`config.mk`:
```
export PLATFORM = sky130hd
export DESIGN_NAME = mem_stride_addr_gen_flat
export DESIGN_NICKNAME = d
export VERILOG_FILES = /design/src/rtl/mem_stride_addr_gen_pkg.sv /design/src/rtl/mem_stride_addr_gen_if.sv /design/src/rtl/mem_stride_addr_gen_cmd_fifo.sv /design/src/rtl/mem_stride_addr_gen.sv /design/src/flat_wrapper.sv
export SDC_FILE = /design/constraint.sdc
export NUM_CORES = 1
export LEC_CHECK = 0
export ABC_CLOCK_PERIOD_IN_PS = 2310
export BUFFER_PORTS_ARGS = -buffer_cell sky130_fd_sc_hd__buf_2
export CELL_PAD_IN_SITES_DETAIL_PLACEMENT = 1
export CELL_PAD_IN_SITES_GLOBAL_PLACEMENT = 1
export CORE_UTILIZATION = 47
export CTS_BUF_LIST = sky130_fd_sc_hd__clkbuf_16
export CTS_CLUSTER_SIZE = 30
export DETAILED_ROUTE_END_ITERATION = 10
export PLACE_DENSITY = 0.83
export SYNTH_ARGS = -nofsm -noshare
export SYNTH_HDL_FRONTEND = slang
export SYNTH_SLANG_ARGS = --single-unit
```
`constraint.sdc`:
```
create_clock -name clk -period 2.31 [get_ports clk]
set_input_delay 0.693 -clock clk [delete_from_list [all_inputs] [get_ports clk]]
set_output_delay 0.693 -clock clk [all_outputs]
set_load 0.005 [all_outputs]
```
`src/rtl/mem_stride_addr_gen_pkg.sv`:
```
// Shared types and default widths for the strided memory address generator.
package mem_addr_gen_pkg;

    localparam int ADDR_W_DEF     = 6;
    localparam int COUNT_W_DEF    = 7;
    localparam int STRIDE_W_DEF   = 4;
    localparam int FIFO_DEPTH_DEF = 2;

    typedef enum logic {
        IDLE = 1'b0,
        RUN  = 1'b1
    } state_t;

    typedef struct packed {
        logic [ADDR_W_DEF-1:0]   addr;
        logic [COUNT_W_DEF-1:0]  count;
        logic [STRIDE_W_DEF-1:0] stride;
        logic                    wen;
    } desc_t;

    function automatic int desc_width(input int addr_w, input int count_w, input int stride_w);
        return addr_w + count_w + stride_w + 1;
    endfunction

endpackage

```
`src/rtl/mem_stride_addr_gen_if.sv`:
```
// Descriptor handshake and memory-side access bus of the address generator.
interface mem_stride_addr_gen_if
    import mem_addr_gen_pkg::*;
#(
    parameter int ADDR_W   = ADDR_W_DEF,
    parameter int COUNT_W  = COUNT_W_DEF,
    parameter int STRIDE_W = STRIDE_W_DEF
) ();

    logic                cmd_valid;
    logic                cmd_ready;
    logic [ADDR_W-1:0]   cmd_addr;
    logic [COUNT_W-1:0]  cmd_count;
    logic [STRIDE_W-1:0] cmd_stride;
    logic                cmd_wen;

    logic                mem_ready;
    logic                mem_valid;
    logic [ADDR_W-1:0]   mem_addr;
    logic                mem_wen;
    logic                mem_last;

    modport master (
        output cmd_valid, cmd_addr, cmd_count, cmd_stride, cmd_wen, mem_ready,
        input  cmd_ready, mem_valid, mem_addr, mem_wen, mem_last
    );

    modport slave (
        input  cmd_valid, cmd_addr, cmd_count, cmd_stride, cmd_wen, mem_ready,
        output cmd_ready, mem_valid, mem_addr, mem_wen, mem_last
    );

endinterface

```
`src/rtl/mem_stride_addr_gen_cmd_fifo.sv`:
```
// Small synchronous FIFO with full/empty flags; pointers carry one extra wrap bit.
module cmd_fifo
    import mem_addr_gen_pkg::*;
#(
    parameter int WIDTH = 8,
    parameter int DEPTH = FIFO_DEPTH_DEF
) (
    input  logic             clk,
    input  logic             rst_n,
    input  logic             push,
    input  logic [WIDTH-1:0] push_data,
    input  logic             pop,
    output logic [WIDTH-1:0] pop_data,
    output logic             full,
    output logic             empty
);

    localparam int PTR_W = $clog2(DEPTH);

    logic [PTR_W:0]   wr_ptr_q, wr_ptr_d;
    logic [PTR_W:0]   rd_ptr_q, rd_ptr_d;
    logic [WIDTH-1:0] mem_q [DEPTH];
    logic [WIDTH-1:0] mem_d [DEPTH];

    assign empty    = (wr_ptr_q == rd_ptr_q);
    assign full     = (wr_ptr_q[PTR_W] != rd_ptr_q[PTR_W]) &&
                      (wr_ptr_q[PTR_W-1:0] == rd_ptr_q[PTR_W-1:0]);
    assign pop_data = mem_q[rd_ptr_q[PTR_W-1:0]];

    always_comb begin
        mem_d    = mem_q;
        wr_ptr_d = wr_ptr_q;
        rd_ptr_d = rd_ptr_q;
        if (push && !full) begin
            mem_d[wr_ptr_q[PTR_W-1:0]] = push_data;
            wr_ptr_d = wr_ptr_q + (PTR_W+1)'(1);
        end
        if (pop && !empty) begin
            rd_ptr_d = rd_ptr_q + (PTR_W+1)'(1);
        end
    end

    always_ff @(posedge clk or negedge rst_n) begin
        if (!rst_n) begin
            wr_ptr_q <= '0;
            rd_ptr_q <= '0;
            for (int i = 0; i < DEPTH; i++) begin
                mem_q[i] <= '0;
            end
        end else begin
            wr_ptr_q <= wr_ptr_d;
            rd_ptr_q <= rd_ptr_d;
            mem_q    <= mem_d;
        end
    end

endmodule

```
`src/rtl/mem_stride_addr_gen.sv`:
```
// Self-sequencing strided address generator feeding one CADA memory bank port.
// Define ADDR_GEN_WRAP_ERR_EN to add the sticky wrap_err output.
module mem_stride_addr_gen
    import mem_addr_gen_pkg::*;
#(
    parameter int ADDR_W     = ADDR_W_DEF,
    parameter int COUNT_W    = COUNT_W_DEF,
    parameter int STRIDE_W   = STRIDE_W_DEF,
    parameter int FIFO_DEPTH = FIFO_DEPTH_DEF
) (
    input  logic                  clk,
    input  logic                  rst_n,
    mem_stride_addr_gen_if.slave  bus,
    output logic                  burst_done,
    output logic                  busy
`ifdef ADDR_GEN_WRAP_ERR_EN
    ,
    output logic                  wrap_err
`endif
);

    localparam int DESC_W = desc_width(ADDR_W, COUNT_W, STRIDE_W);

    logic              fifo_full, fifo_empty;
    logic              push, pop;
    logic [DESC_W-1:0] head_data;

    logic [ADDR_W-1:0]   head_addr;
    logic [COUNT_W-1:0]  head_count;
    logic [STRIDE_W-1:0] head_stride;
    logic                head_wen;

    state_t              state_q, state_d;
    logic [ADDR_W-1:0]   cur_addr_q, cur_addr_d;
    logic [COUNT_W-1:0]  remaining_q, remaining_d;
    logic [STRIDE_W-1:0] stride_q, stride_d;
    logic                wen_q, wen_d;
    logic                burst_done_q, burst_done_d;
    logic                ready_en_q, ready_en_d;

    logic run, accept, finishing;

`ifdef ADDR_GEN_WRAP_ERR_EN
    logic              wrap_err_q, wrap_err_d;
    logic [ADDR_W:0]   wrap_sum;
`endif

    assign {head_addr, head_count, head_stride, head_wen} = head_data;

    cmd_fifo #(
        .WIDTH (DESC_W),
        .DEPTH (FIFO_DEPTH)
    ) u_cmd_fifo (
        .clk       (clk),
        .rst_n     (rst_n),
        .push      (push),
        .push_data ({bus.cmd_addr, bus.cmd_count, bus.cmd_stride, bus.cmd_wen}),
        .pop       (pop),
        .pop_data  (head_data),
        .full      (fifo_full),
        .empty     (fifo_empty)
    );

    assign run       = (state_q == RUN);
    assign accept    = run && bus.mem_ready;
    assign finishing = accept && (remaining_q == COUNT_W'(1));
    // A new head loads whenever the engine is idle or retiring its last access, so bursts chain without a bubble.
    assign pop       = (!run || finishing) && !fifo_empty;
    assign push      = bus.cmd_valid && bus.cmd_ready;

    always_comb begin
        state_d      = state_q;
        cur_addr_d   = cur_addr_q;
        remaining_d  = remaining_q;
        stride_d     = stride_q;
        wen_d        = wen_q;
        burst_done_d = 1'b0;
        ready_en_d   = 1'b1;

        if (accept) begin
            cur_addr_d  = cur_addr_q + ADDR_W'(stride_q);
            remaining_d = remaining_q - COUNT_W'(1);
        end
        if (finishing) begin
            state_d      = IDLE;
            burst_done_d = 1'b1;
        end
        if (pop) begin
            if (head_count == '0) begin
                state_d      = IDLE;
                burst_done_d = 1'b1;
            end else begin
                state_d     = RUN;
                cur_addr_d  = head_addr;
                remaining_d = head_count;
                stride_d    = head_stride;
                wen_d       = head_wen;
            end
        end
    end

`ifdef ADDR_GEN_WRAP_ERR_EN
    always_comb begin
        wrap_sum   = {1'b0, cur_addr_q} + (ADDR_W+1)'(stride_q);
        wrap_err_d = wrap_err_q;
        if (accept && (remaining_q > COUNT_W'(1)) && wrap_sum[ADDR_W]) begin
            wrap_err_d = 1'b1;
        end
    end

    always_ff @(posedge clk or negedge rst_n) begin
        if (!rst_n) begin
            wrap_err_q <= 1'b0;
        end else begin
            wrap_err_q <= wrap_err_d;
        end
    end

    assign wrap_err = wrap_err_q;
`endif

    always_ff @(posedge clk or negedge rst_n) begin
        if (!rst_n) begin
            state_q      <= IDLE;
            cur_addr_q   <= '0;
            remaining_q  <= '0;
            stride_q     <= '0;
            wen_q        <= 1'b0;
            burst_done_q <= 1'b0;
            ready_en_q   <= 1'b0;
        end else begin
            state_q      <= state_d;
            cur_addr_q   <= cur_addr_d;
            remaining_q  <= remaining_d;
            stride_q     <= stride_d;
            wen_q        <= wen_d;
            burst_done_q <= burst_done_d;
            ready_en_q   <= ready_en_d;
        end
    end

    // ready_en_q keeps cmd_ready low through reset and until the first edge afterwards.
    assign bus.cmd_ready = ready_en_q && !fifo_full;
    assign bus.mem_valid = run;
    assign bus.mem_addr  = run ? cur_addr_q : '0;
    assign bus.mem_wen   = run && wen_q;
    assign bus.mem_last  = run && (remaining_q == COUNT_W'(1));
    assign burst_done    = burst_done_q;
    assign busy          = run || !fifo_empty;

endmodule

```
`src/flat_wrapper.sv`:
```
// flat-port wrapper written by rule: the top's interface ports become plain ports
module mem_stride_addr_gen_flat import mem_addr_gen_pkg::*;
#(
    parameter int ADDR_W     = ADDR_W_DEF,
    parameter int COUNT_W    = COUNT_W_DEF,
    parameter int STRIDE_W   = STRIDE_W_DEF,
    parameter int FIFO_DEPTH = FIFO_DEPTH_DEF
)
  (clk, rst_n, burst_done, busy, bus_cmd_valid, bus_cmd_addr, bus_cmd_count, bus_cmd_stride, bus_cmd_wen, bus_mem_ready, bus_cmd_ready, bus_mem_valid, bus_mem_addr, bus_mem_wen, bus_mem_last);
  mem_stride_addr_gen_if #(.ADDR_W(ADDR_W), .COUNT_W(COUNT_W), .STRIDE_W(STRIDE_W)) bus_i ();
  input  logic clk;
  input  logic rst_n;
  output logic burst_done;
  output logic busy;
  input wire logic [$bits(bus_i.cmd_valid)-1:0] bus_cmd_valid;
  input wire logic [$bits(bus_i.cmd_addr)-1:0] bus_cmd_addr;
  input wire logic [$bits(bus_i.cmd_count)-1:0] bus_cmd_count;
  input wire logic [$bits(bus_i.cmd_stride)-1:0] bus_cmd_stride;
  input wire logic [$bits(bus_i.cmd_wen)-1:0] bus_cmd_wen;
  input wire logic [$bits(bus_i.mem_ready)-1:0] bus_mem_ready;
  output wire logic [$bits(bus_i.cmd_ready)-1:0] bus_cmd_ready;
  output wire logic [$bits(bus_i.mem_valid)-1:0] bus_mem_valid;
  output wire logic [$bits(bus_i.mem_addr)-1:0] bus_mem_addr;
  output wire logic [$bits(bus_i.mem_wen)-1:0] bus_mem_wen;
  output wire logic [$bits(bus_i.mem_last)-1:0] bus_mem_last;
  assign bus_i.cmd_valid = bus_cmd_valid;
  assign bus_i.cmd_addr = bus_cmd_addr;
  assign bus_i.cmd_count = bus_cmd_count;
  assign bus_i.cmd_stride = bus_cmd_stride;
  assign bus_i.cmd_wen = bus_cmd_wen;
  assign bus_i.mem_ready = bus_mem_ready;
  assign bus_cmd_ready = bus_i.cmd_ready;
  assign bus_mem_valid = bus_i.mem_valid;
  assign bus_mem_addr = bus_i.mem_addr;
  assign bus_mem_wen = bus_i.mem_wen;
  assign bus_mem_last = bus_i.mem_last;
  mem_stride_addr_gen #(.ADDR_W(ADDR_W), .COUNT_W(COUNT_W), .STRIDE_W(STRIDE_W), .FIFO_DEPTH(FIFO_DEPTH)) u_core (.clk(clk), .rst_n(rst_n), .bus(bus_i), .burst_done(burst_done), .busy(busy));
endmodule
```
### Yosys cells after proc, flatten, opt, wreduce, memory -nomap -nowiden

Index checks and enable logic that the tools add are counted.

| word-level totals | value |
|---|---|
| word-level logic and storage cells | 63 |
| memory bits (read-only) | 0 |
| bits of input ports | 22 |
| output and inout port bits | 12 |
| bits in registers | 61 |
| bits in writable memories | 0 |
| memories | 0 |
| bits in latches | 0 |

| cells by class | value |
|---|---|
| eq/ne operators | 4 |
| shifts and indexed selects | 0 |
| $mul | 0 |
| div/mod/pow operators | 0 |
| reductions and logical operators | 19 |
| bitwise operators | 3 |
| multiplexer cells | 19 |
| magnitude comparators | 3 |
| $add $sub $neg | 4 |

Operators by type and width:

| operator | number |
|---|---|
| 18-bit two-way mux | 4 |
| 36-bit bitwise mux | 1 |
| 6-bit two-way mux | 4 |
| 7-bit two-way mux | 3 |
| 18-bit demux with 1-bit select | 1 |
| 1-bit logical AND | 11 |
| 7-bit by 1-bit equality test with 1-bit output (second input constant) | 1 |
| 7-bit zero test | 1 |
| 7-bit by 1-bit subtractor with 7-bit output (second input constant) | 1 |
| 6-bit by 4-bit adder with 6-bit output | 1 |
| 1-bit two-way mux | 6 |
| 2-bit by 1-bit adder with 2-bit output (second input constant) | 2 |
| 2-bit greater-or-equal comparator (second input constant) | 2 |
| 1-bit inverter with 2-bit output | 2 |
| 1-bit zero test | 3 |
| 2-bit equality test | 1 |
| 1-bit logical OR | 2 |
| 2-bit by 1-bit less-than comparator with 1-bit output (second input constant) | 1 |
| 2-bit AND reduction | 1 |
| 2-bit nonzero test | 1 |
| 1-bit equality test | 1 |
| 1-bit inequality test | 1 |
| 1-bit inverter | 1 |

### Longest topological paths before layout

| depth | value |
|---|---|
| depth in word-level cells | 7 |
| gate-level depth with buffers | 8 |
| mapped depth without buffers | 7 |

### Hierarchy

Synthesis repeated with hierarchy kept, for this count alone.

| unflattened totals | value |
|---|---|
| cell total of the unflattened synthesis | 242 |
| area total of the unflattened synthesis | 3143.0 µm² |

Modules (own cells, without submodules):

| module | cells each | area an instance (µm²) | times used | seq. area each (µm²) |
|---|---|---|---|---|
| cmd_fifo | 122 | 1871.8 | 1 | 1001.0 |
| mem_stride_addr_gen | 120 | 1271.2 | 1 | 525.5 |

### Worst setup path after synthesis

Ideal clock, no wire load.

| path | value |
|---|---|
| path kind | flip-flop to output port |
| from | reg u_core.remaining_q[3] |
| to | out bus_mem_last |
| required time | 1.617 ns |
| buffers on the path | 0 |
| cell stages (with the launch flop) | 4 |
| setup slack | 0.061 ns |
| arrival time | 1.556 ns |
| cells stage by stage | dfrtp_1 or4_4 or3b_2 nor2_1 |

| between the ends | value |
|---|---|
| cells in the longest elaborated chain, start to end | 2 |

Ends and longest elaborated chain:

| element | line | source |
|---|---|---|
| from (decl) | mem_stride_addr_gen.sv:35 | `logic [COUNT_W-1:0] remaining_q, remaining_d;` |
| from (signal assigned) | mem_stride_addr_gen.sv:134 | `remaining_q <= remaining_d;` |
| 7-bit by 1-bit equality test with 1-bit output | mem_stride_addr_gen.sv:147 | `assign bus.mem_last = run && (remaining_q == COUNT_W'(1));` |
| 1-bit logical AND | mem_stride_addr_gen.sv:147 |  |
| to (decl) | flat_wrapper.sv:25 | `output wire logic [$bits(bus_i.mem_last)-1:0] bus_mem_last;` |

Every way passes these cells.

### Worst setup path in the final report

Ends and elaborated chain as after synthesis.

==> results.txt <==
The flow ran to the end, but the final reports show violations. The final reports fail on setup timing. Entering global routing, the biggest net connects 62 pins. The detailed placer's ending HPWL is 4.578 mm, and the highest ir drop seen on vdd is 0.7593 mV.

The actual transition at the worst max-transition pin was 0.5018 ns. At the later pin of the worst-skew pair, clock insertion delay measures 0.33 ns. The worst-case reg-to-reg path depth was 6; the final critical-path required period was 2.505 ns. Based on the critical path, the design can be clocked at up to 399.2 MHz. The core region is 6061 sq um. The overall power consumption came out at 5691 uW. The count of flip-flops with a built-in enable after synthesis came out at 0.

Of the synthesized area, sequential elements account for 50.41%. The leakage power figure was 0.001642 uW; the critical path's largest stage delay was 0.54 ns. No sink is reached through more buffers than the 2 on the longest clock path. Port buffering added 33 buffers. The clock transition at the register clock pins on the worst setup and hold paths after CTS was 0.05 ns; the xor/xnor cell area share of the yosys netlist was 4.050%. The layout overhead on the synthesized area was 21.12%. Post-detailed-route via-to-cell ratio: 5.719. The top cell type's share of synthesized area is 50.41%.

The run gives 367 as the final cell count without fillers. The routability congestion estimate from global placement was 0.7390; the mean instance size in the synthesized netlist was 12.72 sq um. Number of diodes: 0. Of the cells placed in the final design, the portion with a size suffix greater than 1 is 40.75%. In this run, synthesis produced a sequential element count of 61. The die height works out to 82.27 um. The most common cell in the synthesized netlist is sky130_fd_sc_hd__dfrtp_1. Setup slack on the worst reg-to-reg path comes out at 0.16 ns. The worst setup path is captured at a primary output. In this run the critical register-to-register path is launched from u_core.remaining_q[3].

The tools report the number of distinct library cell variants in the gate-level netlist after synthesis as 44. For the share of the core filled with cells in the final layout, the log shows 60.51%. The critical-path maximum fanout came out at 2. The average detailed-routed wire length per instance works out to 20.36 um. TritonCTS built the clock tree.

The count of final hold-check violations was 0; the sink count of the clock tree was 61. By area the synthesized netlist is led by sky130_fd_sc_hd__dfrtp_1 50%, sky130_fd_sc_hd__mux2_2 15%, sky130_fd_sc_hd__mux2i_1 6.3%. The compound-cell area share of the yosys netlist is 6.281%, and the number of buffers added to fix hold violations after cts is 0. Summing the areas of all and, or, nand and nor instances in the mapped netlist gives 8.595% of the synthesized area. After synthesis, the share of cell area in mux cells is 24.50%.

The commonest cells after synthesis are 61 x sky130_fd_sc_hd__dfrtp_1, 41 x sky130_fd_sc_hd__mux2_2, 19 x sky130_fd_sc_hd__mux2i_1. The Yosys step of the flow raised 0 warnings. For the starting DRC count in detailed routing, the log shows 76. The main combinational cell family by area after synthesis was multiplexers. For the number of instances in the placed design, the log shows 349. For this design the ratio of total power to cell area is 1552 nW/um^2. The number of buffers created by CTS is 9.

The largest individual stage delay along the critical path comes from the cell sky130_fd_sc_hd__or4_4. The critical path in this run is classified as reg -> out. The instance area after placement came out at 3332 sq um. The cell count after synthesis is 238, and the final design area excluding fillers is 3667 sq um. Setup repair after global routing could not meet its margin everywhere. The final worst slack was -0.1953 ns. Across all layers, the routed design uses 2099 vias. At the worst endpoint, the required time is 1.62 ns.

The run gives 0 as the number of antenna violations at the first check in global routing. The worst register-to-register path ends at u_core.stride_q[1]. The class of the tightest hold or removal check is in -> async. Once the floorplan was initialized, standard cells occupied 49.96% of the core. On the final layout, the worst clock skew is 0.01116 ns. The logs give 12.19 mm for the global-route wire length before repair and 6768 sq um for the die area. The tools report the max-slew violation count as 0. The boundary pin count was 34.

The total global routing track utilization was 25.53%; the post-synthesis share of cell area spent on full adders, half adders and majority gates was 3.140%. Final global-route overflow total: 0. Synthesis produced a netlist with a net count of 267. In the finished design, the share of the clock period the worst path needs comes to 108.5%. The run gives 2266 as the number of global-route vias before repair.

For this run, design rule violations remaining after detail routing come to 0. The critical path goes through or4_4, or3b_4, nor2_2, buf_2. The largest total area in the synthesized netlist belongs to sky130_fd_sc_hd__dfrtp_1. The number of max-capacitance violations reported is 0. The logs give 66.54% for the worst max-slew margin expressed relative to the limit and 3028 sq um for the post-synthesis instance area. The final number of setup-violating endpoints is 1, and the data arrival time of the critical path is 1.81 ns. The launching element type of the critical path was a flop. For the final net count, the log shows 316.

For the number of H-tree levels, the log shows 3. The post-synthesis async set-or-reset flop share was 100.0%. Summed over all layers, the routed wires come to 7.473 mm.

Measured along the x axis, the die boundary spans 82.27 um. For the number of core rows, the log shows 28. For the total iterations of the first detailed-routing run, the log shows 4. For this run, the leading register cell type out of synthesis is sky130_fd_sc_hd__dfrtp_1. CTS placed an instance of sky130_fd_sc_hd__clkbuf_16 at the clock tree root. Once detail routing completed, the nets flagged for antenna violations numbered 0.
layout make-up:
cell class              count  area, sq um
clock inverters             7        90.09
inverters                   6        22.52
clock buffers               9        225.2
well taps                  75        93.84
flip-flops and latches     61         1526
repair buffers             48        290.3
multi-input cells         161         1419
fillers                   639         2394
cells by family (layout without fill, tap and decap cells):
| family | after synthesis | count (layout) |
|---|---|---|
| fa+ha+maj | 7 | 7 |
| compound gates | 27 | 27 |
| xor+xnor | 14 | 14 |
| simple gates | 46 | 46 |
| other cells | 1 | 1 |
| mux | 66 | 66 |
| buf+inv | 16 | 70 |
| flops | 61 | 61 |
routing by layer:
layer,up-vias,part of all wire [%],GRT usage [%]
met2,46,50,41.57
met4,0,1.7,10.70
met1,1084,44,33.17
met5,-,0,0
met3,13,3.4,5.055
li1,956,-,-
cell usage in the layout (no fill, tap or decap), drive strengths merged, types with 2 or more instances in the layout:
| cell | instances |
|---|---|
| a211oi | 2 |
| a21oi | 4 |
| a22oi | 2 |
| and2 | 6 |
| buf | 48 |
| bufinv | 2 |
| clkbuf | 9 |
| clkinv | 4 |
| dfrtp | 61 |
| ha | 6 |
| inv | 6 |
| mux2 | 47 |
| mux2i | 19 |
| nand2 | 7 |
| nand2b | 2 |
| nand3 | 8 |
| nor2 | 10 |
| nor3 | 2 |
| nor4 | 2 |
| o211ai | 2 |
| o21a | 2 |
| o21ai | 6 |
| o22ai | 4 |
| or2 | 2 |
| xnor2 | 11 |
| xor2 | 3 |
stage by stage:
stage	setup TNS [ns]	setup WS, ns	hold slack, ns
floorplan	0	0.06130	0.3974
global placement	0	0.03347	0.4819
detailed placement	0	0.02465	0.4889
CTS	-0.1979	-0.1979	0.3822
global route	-0.2640	-0.2640	0.4003
finish	-0.1953	-0.1953	0.3770
timing repair:
item,in CTS,in global routing
setup endpoints to repair,1,2
buffers inserted,1,1
resized for setup,1,2
gates cloned,0,0
pin swaps,1,0
power by group:
part | switching, uW | internal [uW] | leakage (uW)
Combinational | 1080 | 1190 | 0.000761
Clock | 488 | 938 | 0.000153
Sequential | 410 | 1590 | 0.000728
Total | 1970 | 3720 | 0.00164
critical path: cells and delay by family, from the launching register on:
family                 cells  cell delay (ns)
and+or+nand+nor            3             1.01
DFF                        1             0.37
buffers and inverters      1             0.11
worst max path at each step:
stage / from / to / slack, ns / cells past startpoint
floorplan: u_core.remaining_q[3] / bus_mem_last / 0.06 / 3
global placement: u_core.remaining_q[3] / bus_mem_last / 0.03 / 4
detailed placement: u_core.remaining_q[3] / bus_mem_last / 0.02 / 4
CTS: u_core.remaining_q[3] / bus_mem_last / -0.20 / 4
global route: u_core.remaining_q[3] / bus_mem_last / -0.26 / 4
finish: u_core.remaining_q[3] / bus_mem_last / -0.20 / 4
state kept, by name (all words and copies together), names as in the netlist:
register	cells
u_core.burst_done	1
u_core.remaining_q	7
u_core.wen_q	1
u_core.u_cmd_fifo.rd_ptr_q	2
u_core.cur_addr_q	6
u_core.ready_en_q	1
u_core.u_cmd_fifo.mem_q	36
u_core.bus.mem_valid	1
u_core.u_cmd_fifo.wr_ptr_q	2
u_core.stride_q	4
(Power assumes the default switching activity.)
